`src/rtl/vseq_lane.sv`:
```
// vseq_lane: element sequencer feeding the vector ALU and collecting writes/compare masks
module vseq_lane #(
  parameter int VLMAX = 8,
  parameter int IDXW  = 3
) (
  input  logic             clk,
  input  logic             rst,
  input  logic             start,
  input  logic [5:0]       vl,
  input  logic [4:0]       op,
  input  logic             masked,
  output logic             busy,
  output logic             done,
  output logic [IDXW-1:0]  rd_idx,
  output logic             rd_en,
  input  logic [31:0]      rd_opd1,
  input  logic [31:0]      rd_opd2,
  input  logic             rd_v0,
  output logic [31:0]      alu_opd1,
  output logic [31:0]      alu_opd2,
  output logic [4:0]       alu_op,
  output logic             alu_vm,
  input  logic [31:0]      alu_result,
  output logic             wr_en,
  output logic [IDXW-1:0]  wr_idx,
  output logic [31:0]      wr_data,
  output logic [VLMAX-1:0] mask_out
);
  typedef enum logic [1:0] {IDLE, RUN, DRAIN, DONE} state_t;
  localparam logic [4:0] OP_MERGE = 5'b10101;
  state_t state_q, state_d;
  logic [IDXW-1:0] cnt_q, cnt_d, stage_idx_q, stage_idx_d;
  logic [IDXW:0] eff_vl_q, eff_vl_d, vl_clamp;
  logic [4:0] op_q, op_d;
  logic masked_q, masked_d, stage_valid_q, stage_valid_d;
  logic [VLMAX-1:0] mask_acc_q, mask_acc_d;
  logic is_cmp, last;
  assign vl_clamp = (vl > 6'(VLMAX)) ? (IDXW+1)'(VLMAX) : vl[IDXW:0];
  assign is_cmp   = (op_q >= 5'd9) && (op_q <= 5'd16);
  assign last     = {1'b0, cnt_q} == eff_vl_q - (IDXW+1)'(1);
  assign busy     = state_q != IDLE;
  assign done     = state_q == DONE;
  assign rd_en    = state_q == RUN;
  assign rd_idx   = cnt_q;
  assign alu_opd1 = rd_opd1;
  assign alu_opd2 = rd_opd2;
  assign alu_op   = op_q;
  assign alu_vm   = stage_valid_q & (~masked_q | rd_v0);
  assign wr_en    = stage_valid_q & ~is_cmp & ((op_q == OP_MERGE) | alu_vm);
  assign wr_idx   = stage_idx_q;
  assign wr_data  = alu_result;
  assign mask_out = mask_acc_q;
  // next-state: sequencing FSM, element stage pipeline and mask accumulation
  always_comb begin
    state_d       = state_q;
    cnt_d         = cnt_q;
    eff_vl_d      = eff_vl_q;
    op_d          = op_q;
    masked_d      = masked_q;
    mask_acc_d    = mask_acc_q;
    stage_valid_d = state_q == RUN;
    stage_idx_d   = cnt_q;
    if (stage_valid_q && is_cmp) mask_acc_d[stage_idx_q] = alu_result[0];
    case (state_q)
      IDLE: if (start) begin
        state_d    = (vl_clamp == '0) ? DONE : RUN;
        cnt_d      = '0;
        eff_vl_d   = vl_clamp;
        op_d       = op;
        masked_d   = masked;
        mask_acc_d = '0;
      end
      RUN: begin
        cnt_d   = cnt_q + 1'b1;
        state_d = last ? DRAIN : RUN;
      end
      DRAIN:   state_d = DONE;
      default: state_d = IDLE;
    endcase
  end
  // state registers with synchronous reset abandoning any in-flight instruction
  always_ff @(posedge clk) begin
    if (rst) begin
      state_q       <= IDLE;
      cnt_q         <= '0;
      eff_vl_q      <= '0;
      op_q          <= '0;
      masked_q      <= 1'b0;
      stage_valid_q <= 1'b0;
      stage_idx_q   <= '0;
      mask_acc_q    <= '0;
    end else begin
      state_q       <= state_d;
      cnt_q         <= cnt_d;
      eff_vl_q      <= eff_vl_d;
      op_q          <= op_d;
      masked_q      <= masked_d;
      stage_valid_q <= stage_valid_d;
      stage_idx_q   <= stage_idx_d;
      mask_acc_q    <= mask_acc_d;
    end
  end
endmodule

```
`config.mk`:
```
export PLATFORM = sky130hd
export DESIGN_NAME = vseq_lane
export DESIGN_NICKNAME = d
export VERILOG_FILES = /design/src/rtl/vseq_lane.sv
export SDC_FILE = /design/constraint.sdc
export NUM_CORES = 1
export LEC_CHECK = 0
export CORE_AREA = 3 3 88 90
export CTS_CLUSTER_SIZE = 28
export DETAILED_ROUTE_END_ITERATION = 12
export DIE_AREA = 0 0 91 93
export DONT_BUFFER_PORTS = 1
export PLACE_DENSITY = 0.53
export RECOVER_POWER = 50
export SLEW_MARGIN = 20
export SYNTH_ARGS = -nofsm -noshare
export SYNTH_HDL_FRONTEND = slang
export SYNTH_SLANG_ARGS = --single-unit
```
`constraint.sdc`:
```
create_clock -name clk -period 1.65 [get_ports clk]
set_input_delay 0.495 -clock clk [delete_from_list [all_inputs] [get_ports clk]]
set_output_delay 0.495 -clock clk [all_outputs]
set_load 0.02 [all_outputs]
```
==> flow_summary.ini <==
[placed_design]
post-dp-hpwl_microns = 2810
routabilityCongestion = 0.691
port-buffer-count = 0
post-place-ws_ps = 16.5

[setup_path]
endpoint_kind = output port
r2r_setup_slack_ps = 120
crit_type = reg2out
startpoint_type = register
crit_required_ps = 1150
cp_max_fo = 3
arrival_ps = 1300

[yosys]
synth.avg_cell_area_sq_um = 8.79
synthesis.nets = 335
synth_cell_types = 39
synthesis.instances = 221
synth.ff_latch_count = 27
yosysSeqAreaShare_pct = 27.8
ys_warn_count = 0
ys_async_sr_fraction_pct = 0
netlist_area_sq_um = 1940
synth_edf_count = 0
ys.flop_type = dfxtp_1

[sta]
report.final.slew_viol_count = 0
setup_viol = 2
setup_tns_ps = -162
rsz0062_at_grt = yes
period_needed_ps = 1790
worst_pin_slew_ps = 413
fin_crit_sh_pct = 109
skew_ps = 2.20
fmax_ghz = 0.558
slew_headroom_pct = 72.4
finalWorstSetupSlack_ps = -144
hold_viol = 0

[cells_and_area]
final_common_cell = dfxtp_1
layout_common_cells = 21 x dfxtp_1, 16 x buf_4, 13 x nand2_1
regArea_sq_um = 548
fin_nets = 260
num-fill-cells = 807
antenna_cells = 0
fin_util_pct = 22.8
area_growth_pct = -16.4
post_route_cells_drive_above_1_share_pct = 32.4
multiInputGateArea_sq_um = 747

[pwr]
powerDensity_nw_per_um2 = 812
p_leak_nw = 0.637
irDropWorstVdd_v = 0.000225

[drt]
avgRoutedWirePerCell_microns = 14.5
drt-initial-drc-count = 39
routed_wl_microns = 3540
vias = 1051
antenna_left = 0
first_pass_iters = 4
drc = 0
avgViaCountPerCell = 4.31

[floorplanning]
ioPinCount = 232
core_area_sq_um = 7140
die_w_microns = 91
start_util_pct = 27.2
die_area_sq_um = 8460
fp-row-count = 31
die_h_microns = 93

[status]
failed_checks = negative setup slack
status = finished, violations left

[flow_run]
maxCapViolations = 0

[clock_network]
clk_transition_reported_paths_ps = 90
cts_tree = done
htree_levels = 1
cts_root_buffer = clkbuf_8
cts_made_buffers = 3
clock_latency_ps = 260
cts.sinks = 27
clk_path_buf_depth = 2

[grt]
grt_pass1_vias = 1075
antenna_found_initial = 0
grt_pass1_wl_microns = 5570
grt.overflow.total = 0
grt_start_max_net_pins = 15
grt_use_total_pct = 7.97

[hold_path]
min_path_type = in2reg
per-stage QoR:
step	std cells	total power [mW]	area (sq um)	hold slack, ps
3_3_place_gp	237	0.940	1490	492
6_report	244	1.32	1630	284
2_1_floorplan	221	1.22	1980	464
4_1_cts	244	1.33	1570	276
5_1_grt	244	1.38	1630	266
3_5_place_dp	237	0.941	1490	502
where the power goes:
part / total, mW / leakage (nW) / switching, mW / internal [mW]
clock network: 0.369 / 0.0228 / 0.197 / 0.173
logic: 0.222 / 0.393 / 0.120 / 0.103
registers: 0.728 / 0.222 / 0.0466 / 0.681
flip-flops by register name, indices dropped and copies added (netlist names):
| signal | flops |
|---|---|
| rd_idx | 3 |
| alu_op | 5 |
| wr_idx | 3 |
| stage_valid_q | 1 |
| state_q | 2 |
| masked_q | 1 |
| mask_out | 8 |
| eff_vl_q | 4 |
timing repair:
action,4_1_cts,5_1_grt
buffers inserted,3,0
hold buffers,0,0
resized for setup,7,12
pin swaps,3,2
endpoints found under the setup margin,2,14
path summary, 6_finish.rpt:
kind	cells past startpoint	to	from
max	3	wr_en	alu_op[1]
max reg2reg	6	mask_out[1]	alu_op[3]
min	1	wr_idx[0]	rst
min reg2reg	1	state_q[1]	state_q[0]
synth_stat cells (2+ instances only):
cell type	instances	area (sq um)
buf_4	97	728
nand2_1	13	48.8
a22o_1	10	87.6
nand4b_1	2	17.5
buf_2	2	10.0
and2_1	2	12.5
ha_1	2	25.0
inv_1	4	15.0
o21ai_0	2	10.0
nor2b_1	5	31.3
nand3_1	3	15.0
xnor2_1	4	35.0
nor2_1	9	33.8
a21oi_1	4	20.0
dfxtp_1	27	541
nor3_1	3	15.0
mux2i_1	8	80.1
nor4bb_1	2	20.0
nand4_1	2	12.5
worst max-delay path: stages (launching register included):
cell and delay (ps):
dfxtp_2 350, nor4bb_4 290, a21oi_2 100, nor3_4 290
kinds of logic (layout without fill, tap and decap cells):
| kind of cell | after synthesis | in the layout | share of synthesized area [%] |
|---|---|---|---|
| buf+inv | 103 | 27 | 38.8 |
| simple gates | 53 | 53 | 16.1 |
| flops | 27 | 27 | 27.8 |
| compound gates | 24 | 24 | 10.1 |
| mux | 8 | 8 | 4.12 |
| xor+xnor | 4 | 4 | 1.80 |
| fa+ha+maj | 2 | 2 | 1.29 |
layout make-up:
class / instances / area share [%]
Inverter: 4 / 0.924
Timing Repair Buffer: 19 / 9.01
Sequential cell: 27 / 33.7
Multi-Input combinational cell: 91 / 46.0
Clock buffer: 4 / 2.77
Tap cell: 99 / 7.62
layer usage:
metal  global-route usage, %  vias to the layer above  wire length, microns
li1                        -                      491                     -
met1                    7.42                      480                  1220
met2                    13.3                       38                  1660
met3                    4.51                       42                   492
met4                    5.40                        0                   161
met5                       0                        -                     0
Power figures use the tool's default switching activity.
